**config.mk**
```make
export PLATFORM = sky130hd
export DESIGN_NAME = spi_arb_master
export DESIGN_NICKNAME = d
export VERILOG_FILES = /design/src/rtl/spi_pkg.sv /design/src/rtl/spi_arb_master_rr_arb.sv /design/src/rtl/spi_arb_master.sv
export SDC_FILE = /design/constraint.sdc
export NUM_CORES = 1
export LEC_CHECK = 0
export ABC_AREA = 1
export ABC_CLOCK_PERIOD_IN_PS = 2700
export CELL_PAD_IN_SITES_DETAIL_PLACEMENT = 1
export CELL_PAD_IN_SITES_GLOBAL_PLACEMENT = 2
export CORE_AREA = 2 2 88 112
export CTS_CLUSTER_DIAMETER = 200
export CTS_CLUSTER_SIZE = 20
export DETAILED_ROUTE_END_ITERATION = 8
export DIE_AREA = 0 0 90 114
export GPL_TIMING_DRIVEN = 0
export PLACE_DENSITY = 0.8
export SLEW_MARGIN = 5
export SYNTH_ARGS = -nofsm -noshare
export SYNTH_HDL_FRONTEND = slang
export SYNTH_SLANG_ARGS = --single-unit
```
**constraint.sdc**
```tcl
create_clock -name clk100 -period 2.7 [get_ports clk100]
set_input_delay 0.54 -clock clk100 [delete_from_list [all_inputs] [get_ports clk100]]
set_output_delay 0.54 -clock clk100 [all_outputs]
set_load 0.03 [all_outputs]
```
**src/rtl/spi_pkg.sv**
```systemverilog
// Shared definitions for the arbitrated SPI master: FSM state type,
// default sizing and the round-robin index helper.
package spi_pkg;

    localparam int DW_DEF   = 8;
    localparam int NREQ_DEF = 3;

    typedef enum logic [2:0] {
        ST_IDLE  = 3'd0,
        ST_SETUP = 3'd1,
        ST_SHIFT = 3'd2,
        ST_HOLD  = 3'd3,
        ST_GAP   = 3'd4
    } spi_st_t;

    // Index following idx in a ring of n entries.
    function automatic int rr_next(input int idx, input int n);
        return (idx + 1) % n;
    endfunction

endpackage

```
**src/rtl/spi_arb_master_rr_arb.sv**
```systemverilog
// Round-robin arbiter. The grant is combinational from the current
// pointer; the pointer moves one past the winner when the grant is taken.
module rr_arb
    import spi_pkg::*;
#(
    parameter int NREQ = NREQ_DEF
) (
    input  logic            clk100,
    input  logic            rst,
    input  logic [NREQ-1:0] req,
    input  logic            adv,
    output logic [NREQ-1:0] gnt
);

    localparam int PW = (NREQ > 1) ? $clog2(NREQ) : 1;

    logic [PW-1:0] ptr;
    logic [PW-1:0] win_idx;
    logic [PW-1:0] probe;
    logic          found;

    // Walk the ring starting at the pointer; the first active request wins.
    always_comb begin
        gnt     = '0;
        win_idx = '0;
        probe   = '0;
        found   = 1'b0;
        for (int i = 0; i < NREQ; i++) begin
            probe = PW'((int'(ptr) + i) % NREQ);
            if (!found && req[probe]) begin
                found        = 1'b1;
                gnt[probe]   = 1'b1;
                win_idx      = probe;
            end
        end
    end

    // Pointer update: search restarts just after the requester last served.
    always_ff @(posedge clk100) begin
        if (rst) begin
            ptr <= '0;
        end else if (adv && found) begin
            ptr <= PW'(rr_next(int'(win_idx), NREQ));
        end
    end

endmodule

```
**src/rtl/spi_arb_master.sv**
```systemverilog
// Multi-requester SPI mode-0 master. Each requester owns one chip select;
// a round-robin arbiter picks the next requester while idle, its byte is
// shifted out MSB first while the slave's reply is shifted in from miso_i.
module spi_arb_master
    import spi_pkg::*;
#(
    parameter int NREQ     = NREQ_DEF,
    parameter int DW       = DW_DEF,
    parameter int HALF_DIV = 4
) (
    input  logic               clk100,
    input  logic               rst,
    input  logic [NREQ-1:0]    req_i,
    input  logic [NREQ*DW-1:0] wdata_i,
    output logic [NREQ-1:0]    gnt_o,
    output logic [NREQ-1:0]    done_o,
    output logic [DW-1:0]      rdata_o,
    output logic               busy_o,
    output logic               sclk_o,
    output logic               mosi_o,
    input  logic               miso_i,
    output logic [NREQ-1:0]    csn_o
);

    localparam int             BW       = $clog2(DW + 1);
    localparam logic [7:0]     DIV_LAST = 8'(HALF_DIV - 1);
    localparam logic [BW-1:0]  BIT_LAST = BW'(DW);
    localparam logic [BW-1:0]  BIT_PEN  = BW'(DW - 1);

    spi_st_t          state;
    logic [7:0]       div_cnt;
    logic [BW-1:0]    bit_cnt;
    logic [NREQ-1:0]  arb_gnt;
    logic [NREQ-1:0]  sel;
    logic [DW-1:0]    wsel;
    logic [DW-1:0]    tx_sr;
    logic [DW-1:0]    tx_next;
    logic [DW-1:0]    rx_sr;
    logic             miso_s1;
    logic             miso_s2;
    logic             div_wrap;
    logic             grant_now;
    logic             fall_now;

    rr_arb #(
        .NREQ (NREQ)
    ) u_rr_arb (
        .clk100 (clk100),
        .rst    (rst),
        .req    (req_i),
        .adv    (grant_now),
        .gnt    (arb_gnt)
    );

    // The grant is decided in the IDLE cycle itself; reset masks it so no
    // requester sees a grant whose capture is being discarded.
    assign grant_now = (state == ST_IDLE) && !rst && (|req_i);
    assign gnt_o     = grant_now ? arb_gnt : '0;
    assign busy_o    = grant_now || (state != ST_IDLE);
    assign div_wrap  = (div_cnt == DIV_LAST);
    assign fall_now  = (state == ST_SHIFT) && div_wrap && sclk_o;
    assign tx_next   = tx_sr << 1;

    // Select the winning requester's transmit byte (arb_gnt is one-hot).
    always_comb begin
        wsel = '0;
        for (int k = 0; k < NREQ; k++) begin
            wsel = wsel | (wdata_i[k*DW +: DW] & {DW{arb_gnt[k]}});
        end
    end

    // Two-flop synchronizer for the asynchronous MISO line.
    always_ff @(posedge clk100) begin
        if (rst) begin
            miso_s1 <= 1'b0;
            miso_s2 <= 1'b0;
        end else begin
            miso_s1 <= miso_i;
            miso_s2 <= miso_s1;
        end
    end

    // Shift registers: load on grant; at the end of each SCLK high phase
    // move the transmit byte on and take in the synchronized MISO bit.
    always_ff @(posedge clk100) begin
        if (grant_now) begin
            tx_sr <= wsel;
        end else if (fall_now) begin
            tx_sr <= tx_next;
            rx_sr <= {rx_sr[DW-2:0], miso_s2};
        end
    end

    // Transfer sequencer and registered SPI pins.
    always_ff @(posedge clk100) begin
        if (rst) begin
            state   <= ST_IDLE;
            div_cnt <= '0;
            bit_cnt <= '0;
            sel     <= '0;
            csn_o   <= '1;
            sclk_o  <= 1'b0;
            mosi_o  <= 1'b0;
            done_o  <= '0;
            rdata_o <= '0;
        end else begin
            done_o <= '0;
            case (state)
                ST_IDLE: begin
                    if (|req_i) begin
                        state   <= ST_SETUP;
                        sel     <= arb_gnt;
                        csn_o   <= ~arb_gnt;
                        mosi_o  <= wsel[DW-1];
                        div_cnt <= '0;
                        bit_cnt <= '0;
                    end
                end
                ST_SETUP: begin
                    if (div_wrap) begin
                        div_cnt <= '0;
                        sclk_o  <= 1'b1;
                        state   <= ST_SHIFT;
                    end else begin
                        div_cnt <= div_cnt + 8'd1;
                    end
                end
                ST_SHIFT: begin
                    if (!div_wrap) begin
                        div_cnt <= div_cnt + 8'd1;
                    end else begin
                        div_cnt <= '0;
                        if (sclk_o) begin
                            // Falling edge: present the next bit unless this
                            // was the last one, in which case bit 0 stays.
                            sclk_o  <= 1'b0;
                            bit_cnt <= bit_cnt + 1'b1;
                            if (bit_cnt != BIT_PEN) begin
                                mosi_o <= tx_next[DW-1];
                            end
                        end else if (bit_cnt == BIT_LAST) begin
                            state <= ST_HOLD;
                        end else begin
                            sclk_o <= 1'b1;
                        end
                    end
                end
                ST_HOLD: begin
                    if (div_wrap) begin
                        div_cnt <= '0;
                        csn_o   <= '1;
                        mosi_o  <= 1'b0;
                        done_o  <= sel;
                        rdata_o <= rx_sr;
                        state   <= ST_GAP;
                    end else begin
                        div_cnt <= div_cnt + 8'd1;
                    end
                end
                ST_GAP: begin
                    state <= ST_IDLE;
                end
                default: begin
                    state <= ST_IDLE;
                end
            endcase
        end
    end

endmodule

```
---- After elaboration in Yosys (flattened, before gate mapping) ----
Index checks and enable logic that the tools add are counted.
word-level totals
  output and inout bits ................... 20
  flip-flop bits (word level) ............. 53
  logic and storage cells ................. 140
operators by class
  bitwise logic cells ..................... 11
  equal/unequal tests ..................... 14
  add/sub/neg operators ................... 5
  reductions and logical operators ........ 34
  $lt $le $gt $ge ......................... 6
  multiplexer cells ....................... 52
  divide/modulo/power cells ............... 4
operators with widths
  cell                                                 count
  modulo 32 x 3 -> 32 bit, second input constant       3
  2-to-1 mux 3 bit                                     12
  modulo 3 x 3 -> 32 bit, second input constant        1
  bitwise AND 8 bit                                    3
  2-to-1 mux 1 bit                                     18
  2-to-1 mux 8 bit                                     2
  bitwise OR 8 bit                                     2
  case mux 8 bit (2 select lines)                      1
  2-to-1 mux 7 bit                                     2
  2-to-1 mux 4 bit                                     3
  case mux 3 bit (4 select lines)                      1
  AND reduction 6 bit                                  2
  logical AND 1 bit                                    10
  inequality test 2 bit, second input constant         5
  nonzero test 2 bit                                   5
  < comparator 2 x 3 -> 1 bit, second input constant   3
  OR reduction 3 bit                                   3
  adder 8 x 1 -> 8 bit, second input constant          1
  equality test 8 x 2 -> 1 bit, second input constant  1
  case mux 4 bit (2 select lines)                      1
  AND reduction 2 bit                                  4
  adder 2 x 1 -> 3 bit, second input constant          2
  binary-select mux 1 bit (select 2 bit)               3
  demux 1 bit (select 2 bit)                           3
  21 further kinds                                     35

---- Longest topological paths before layout ----
  word-level depth ........................ 15
  depth in mapped cells ................... 14
  depth with buffers taken out ............ 14

---- Modules after synthesis ----
A second synthesis with hierarchy kept.
second synthesis, totals
  cells, all modules ...................... 348
  area, all modules ....................... 2,675.1 sq um
by module, submodules not included
  module          seq. area each (sq um)  times used  cells an instance  area an instance (sq um)
  spi_arb_master  1,171.1                 1           288                2,312.2
  rr_arb          40.0                    1           60                 362.8

---- Least setup slack after synthesis ----
Ideal clock, no wire load.
  path type ............................... reg-to-output
  start point ............................. register u_rr_arb.ptr[0]
  end point ............................... output port gnt_o[1]
  required time ........................... 2.160 ns
  path buffers ............................ 0
  path slack .............................. 0.607 ns
  arrival time ............................ 1.553 ns
  stages on the path, launching flop included .. 13
  cells stage by stage .................... dfxtp_1 > inv_1 > ha_1 > inv_2 > nand2_1 > nand3_1 > nand2_1 > nand2_2 > nand2_1 > nand2_1 > nand2_2 > nand2_2 > inv_2
between the ends
  cells in the longest elaborated chain, start to end .. 11
RTL lines
  element                                                                          line                         text
  from (decl)                                                                      spi_arb_master_rr_arb.sv:17  logic [PW-1:0] ptr;
  from (signal assigned)                                                           spi_arb_master_rr_arb.sv:43  ptr <= PW'(rr_next(int'(win_idx), NREQ));
  adder 2 x 1 -> 3 bit / modulo 3 x 3 -> 32 bit (equally long branches)            spi_arb_master_rr_arb.sv:29  probe = PW'((int'(ptr) + i) % NREQ);
  modulo 32 x 3 -> 32 bit, or another cell as far along                            spi_arb_master_rr_arb.sv:29
  < comparator 2 x 3 -> 1 bit (implied by the code), or another cell as far along  spi_arb_master_rr_arb.sv:32  gnt[probe] = 1'b1;
  logical AND 1 bit (implied by the code), or another cell as far along            spi_arb_master_rr_arb.sv:32
  2-to-1 mux 1 bit (implied by the code), or another cell as far along             spi_arb_master_rr_arb.sv:32
  demux 1 bit (select 2 bit), or another cell as far along                         -
  bitwise OR 3 bit (no source line) / 2-to-1 mux 1 bit (equally long branches)     -
  2-to-1 mux 3 bit / logical NOT 1 bit (equally long branches)                     spi_arb_master_rr_arb.sv:30  if (!found && req[probe]) begin
  bitwise OR 3 bit (no source line) / logical AND 1 bit (equally long branches)    -
  2-to-1 mux 3 bit *                                                               spi_arb_master_rr_arb.sv:30
  2-to-1 mux 3 bit *                                                               spi_arb_master.sv:58         assign gnt_o = grant_now ? arb_gnt : '0;
  to (decl)                                                                        spi_arb_master.sv:15         output logic [NREQ-1:0] gnt_o,
Every way passes the cells marked *; elsewhere a longest branch is shown, timed or not. The select of a mux whose other input is x is not followed.

---- Final worst setup path ----
  start point ............................. input port rst
  end point ............................... output port busy_o
between the ends
  cells in the longest elaborated chain, start to end .. 4
RTL lines
  element                         line                  text
  from (decl)                     spi_arb_master.sv:12  input logic rst,
  logical NOT 1 bit               spi_arb_master.sv:57  assign grant_now = (state == ST_IDLE) && !rst && (|req_i);
  logical AND 1 bit (2 in a row)  spi_arb_master.sv:57
  logical OR 1 bit                spi_arb_master.sv:59  assign busy_o = grant_now || (state != ST_IDLE);
  to (decl)                       spi_arb_master.sv:18  output logic busy_o,
No other way between the ends.

==> impl_results.html <==
<table>
<tr><th>Metric</th><th>Value</th></tr>
<tr><th colspan="2">STA</th></tr>
<tr><td>Final worst path period share</td><td>0.962</td></tr>
<tr><td>Remaining max-slew budget at the tightest pin</td><td>0.613</td></tr>
<tr><td>FMAX</td><td>~0.38 GHz</td></tr>
<tr><td>Setup repair after global routing missed its margin</td><td>yes</td></tr>
<tr><td>Fin. Hold Viols</td><td>0</td></tr>
<tr><td>Clk_skew</td><td>6.97 ps</td></tr>
<tr><td>Worst hold-check slack</td><td>414 ps</td></tr>
<tr><td>Fin. max-slew vios</td><td>0</td></tr>
<tr><td>Final critical delay including setup and external delays</td><td>2600 ps</td></tr>
<tr><td>Worst slew pin tran</td><td>576 ps</td></tr>
<tr><td>Final setup violation count</td><td>0</td></tr>
<tr><td>Final setup TNS</td><td>0 ps</td></tr>
<tr><th colspan="2">Synthesis</th></tr>
<tr><td>Register area share after synthesis</td><td>0.449</td></tr>
<tr><td>Number of warnings printed during yosys synthesis</td><td>0</td></tr>
<tr><td>Post-synth net total</td><td>379</td></tr>
<tr><td>Number of instances in the synthesized netlist</td><td>~340</td></tr>
<tr><td>Mean instance size in the synthesized netlist</td><td>7.92 µm²</td></tr>
<tr><td>Synth cell types</td><td>34</td></tr>
<tr><td>Post-synthesis instance area</td><td>0.00270 mm²</td></tr>
<tr><td>Seq cells post-synth</td><td>53</td></tr>
<tr><th colspan="2">Cells and area</th></tr>
<tr><td>Commonest non-fill, non-tap cells in the layout</td><td>77 x sky130_fd_sc_hd__nand2_1, 42 x sky130_fd_sc_hd__clkdlybuf4s50_1, 37 x sky130_fd_sc_hd__nor2_1</td></tr>
<tr><td>Share of cells above drive strength 1</td><td>0.180</td></tr>
<tr><td>Core occupancy in the finished layout</td><td>0.385</td></tr>
<tr><td>Leading cell type in the layout, fill and taps excluded</td><td>sky130_fd_sc_hd__nand2_1</td></tr>
<tr><td>Final cell count without fillers</td><td>527</td></tr>
<tr><td>Total area of sequential cells</td><td>between 0.001 and 0.0015 mm²</td></tr>
<tr><td>Area occupied by multi-input gates</td><td>0.00133 mm²</td></tr>
<tr><td>Diode count</td><td>0</td></tr>
<tr><td>Area overhead of the layout relative to synthesis</td><td>32.7%</td></tr>
<tr><td>Fill count</td><td>about 1100</td></tr>
<tr><td>Number of nets in the final layout</td><td>approximately 440</td></tr>
<tr><th colspan="2">Critical path</th></tr>
<tr><td>Setup Crit Path Kind</td><td>in -&gt; out</td></tr>
<tr><td>Worst-case register-to-register setup slack</td><td>400 ps</td></tr>
<tr><td>Element type at the critical path start</td><td>primary input</td></tr>
<tr><td>Critical register-to-register path startpoint</td><td>div_cnt[0]</td></tr>
<tr><td>Crit path DAT</td><td>2060 ps</td></tr>
<tr><td>Endpoint class of the critical path</td><td>output pin</td></tr>
<tr><td>Startpoint of the worst setup timing path</td><td>rst</td></tr>
<tr><td>Worst path required time</td><td>about 2200 ps</td></tr>
<tr><td>Reg2reg path depth</td><td>7</td></tr>
<tr><td>Largest fanout on the critical path</td><td>10</td></tr>
<tr><td>Capturing point of the worst reg2reg path</td><td>tx_sr[4]</td></tr>
<tr><td>Crit path to</td><td>busy_o</td></tr>
<tr><th colspan="2">Run</th></tr>
<tr><td>MaxCap Viol Count</td><td>0</td></tr>
<tr><th colspan="2">Power</th></tr>
<tr><td>Power density normalized to cell area</td><td>1040 mW/mm²</td></tr>
<tr><td>Peak supply drop</td><td>between 0.3 and 0.4 mV</td></tr>
<tr><td>Leakage power of the design</td><td>1.45 nW</td></tr>
<tr><td>Final Power</td><td>3.73 mW</td></tr>
<tr><th colspan="2">Drt</th></tr>
<tr><td>DR pass1 iterations</td><td>4</td></tr>
<tr><td>Routed Antenna Nets</td><td>0</td></tr>
<tr><td>Via count</td><td>2395</td></tr>
<tr><td>Number of vias per cell</td><td>4.54</td></tr>
<tr><td>Number of DRC markers after the initial detailed-route iteration</td><td>51</td></tr>
<tr><td>Residual DRC count</td><td>0</td></tr>
<tr><td>Final routed wirelength across all metal layers</td><td>~6800 µm</td></tr>
<tr><td>Average wire length per cell after detail routing</td><td>12.9 µm</td></tr>
<tr><th colspan="2">Global route</th></tr>
<tr><td>First-pass GRT wire length</td><td>11200 µm</td></tr>
<tr><td>Maximum number of pins on one net before global-route repair</td><td>17</td></tr>
<tr><td>Sum of overflow across all layers after global routing</td><td>0</td></tr>
<tr><td>Overall global routing resource usage</td><td>0.134</td></tr>
<tr><td>Initial antenna violation count</td><td>0</td></tr>
<tr><td>Number of global-route vias before repair</td><td>~2400</td></tr>
<tr><th colspan="2">Hold path</th></tr>
<tr><td>Worst min path class</td><td>reg -&gt; reg</td></tr>
<tr><th colspan="2">Floorplan</th></tr>
<tr><td>Overall die width</td><td>90 µm</td></tr>
<tr><td>Num rows</td><td>40</td></tr>
<tr><td>Floorplan core area</td><td>0.00931 mm²</td></tr>
<tr><td>Die Footprint</td><td>0.0103 mm²</td></tr>
<tr><td>Effective utilization at floorplan</td><td>0.290</td></tr>
<tr><td>Number of ports placed on the die boundary</td><td>50</td></tr>
<tr><td>Die height</td><td>114 µm</td></tr>
<tr><th colspan="2">Clocking</th></tr>
<tr><td>Clk_lat worst skew</td><td>290 ps</td></tr>
<tr><td>Clock-pin slew reported for the worst setup and hold paths after clock tree synthesis</td><td>about 70 ps</td></tr>
<tr><td>Deepest clock path buffer count</td><td>2</td></tr>
<tr><td>Cts bufs inserted</td><td>5</td></tr>
<tr><td>CTS H-tree depth</td><td>2</td></tr>
<tr><td>Buffer cell driving the clock tree root</td><td>sky130_fd_sc_hd__clkbuf_16</td></tr>
<tr><td>Number of sinks handled by clock tree synthesis</td><td>53</td></tr>
<tr><td>TritonCTS clock tree</td><td>done</td></tr>
<tr><td>CTS Hold Buffers Added</td><td>0</td></tr>
<tr><th colspan="2">Placed design</th></tr>
<tr><td>Quantity of I/O buffers inserted on ports</td><td>49</td></tr>
<tr><td>Routability cong.</td><td>between 0.8 and 0.9</td></tr>
<tr><td>Cell Count Post-Placement</td><td>516</td></tr>
<tr><td>HPWL after detailed placement</td><td>5150 µm</td></tr>
<tr><th colspan="2">Run status</th></tr>
<tr><td>Result of the run</td><td>complete, no violations</td></tr>
</table>
[worst min-delay path by stage]
stage,slack (ps),from,depth (start not counted),end
after floorplan,390,miso_s2,0,rx_sr[0]
after global placement,390,miso_s1,2,miso_s2
after detailed placement,400,miso_s1,2,miso_s2
after CTS,420,miso_s1,2,miso_s2
after global routing,430,miso_s1,2,miso_s2
final,410,miso_s1,2,miso_s2
[power by group]
part | internal, mW | switching, mW | total [mW]
Combinational | 0.674 | 1.28 | 1.96
Clock | 0.426 | 0.288 | 0.713
Sequential | 0.982 | 0.0761 | 1.06
Total | 2.08 | 1.65 | 3.73
[kinds of logic after synthesis]
| group | synth area share |
|---|---|
| adders and majority gates | 0.0371 |
| AOI/OAI and AO/OA | 0.0955 |
| and+or+nand+nor | 0.345 |
| DFF | 0.449 |
| buffers and inverters | 0.0737 |
[per-stage QoR]
stage	cell area, µm²	setup WS (ps)
after CTS	3540	-20.6
after floorplan	2700	607
after global routing	3580	-25.5
final	3580	102
after detailed placement	3350	-623
after global placement	3350	-630
[timing repair]
action                                  CTS  global route
setup buffers                             1             2
endpoints found under the setup margin    4            10
pin swaps                                 1             2
resized for setup                        29            11
cloned                                    0             0
[synth_stat cells, drive strengths merged]
cell type  number  area share
and3            2      0.0046
inv            46       0.065
a31oi           1      0.0023
nand2          91        0.14
o22ai           2      0.0046
nor2           46       0.092
o21ai          21       0.039
edfxtp         15        0.17
clkbuf          2      0.0028
buf             2      0.0060
nor3b           1      0.0046
or2             1      0.0023
nand3          22       0.044
a21boi          1      0.0028
ha              8       0.037
o2111ai         3      0.0097
nand4          11       0.025
dfxtp          38        0.28
nor3           10       0.028
a21oi          17       0.034
a22oi           1      0.0028
[layer usage]
layer	GRT usage	wire, µm	vias up
met4	0.0369	66	0
met3	0.0211	184	5
met2	0.239	3330	38
li1	-	-	1239
met5	0	0	-
met1	0.168	3200	1113
[registers in the layout, summed over array words and instances (netlist names), 2 cells and up]
name / count
sel: 3
u_rr_arb.ptr: 2
bit_cnt: 4
rx_sr: 8
done_o: 3
rdata_o: 8
div_cnt: 8
state: 3
csn_o: 3
tx_sr: 7
[area by class of cell]
class	instances	area share
Clock inverter	1	0.00209
Buffer	4	0.00663
Multi-Input combinational cell	238	0.370
Clock buffer	7	0.0457
Timing Repair Buffer	52	0.141
Tap cell	126	0.0440
Inverter	46	0.0503
Sequential cell	53	0.339
[critical path: stages]
cell and delay (ps):
sky130_fd_sc_hd__clkdlybuf4s50_1 650, sky130_fd_sc_hd__nor2_8 260, sky130_fd_sc_hd__inv_4 90, sky130_fd_sc_hd__buf_6 150, sky130_fd_sc_hd__nand2_1 70, sky130_fd_sc_hd__clkdlybuf4s15_2 300
Power figures use the tool's default switching activity.
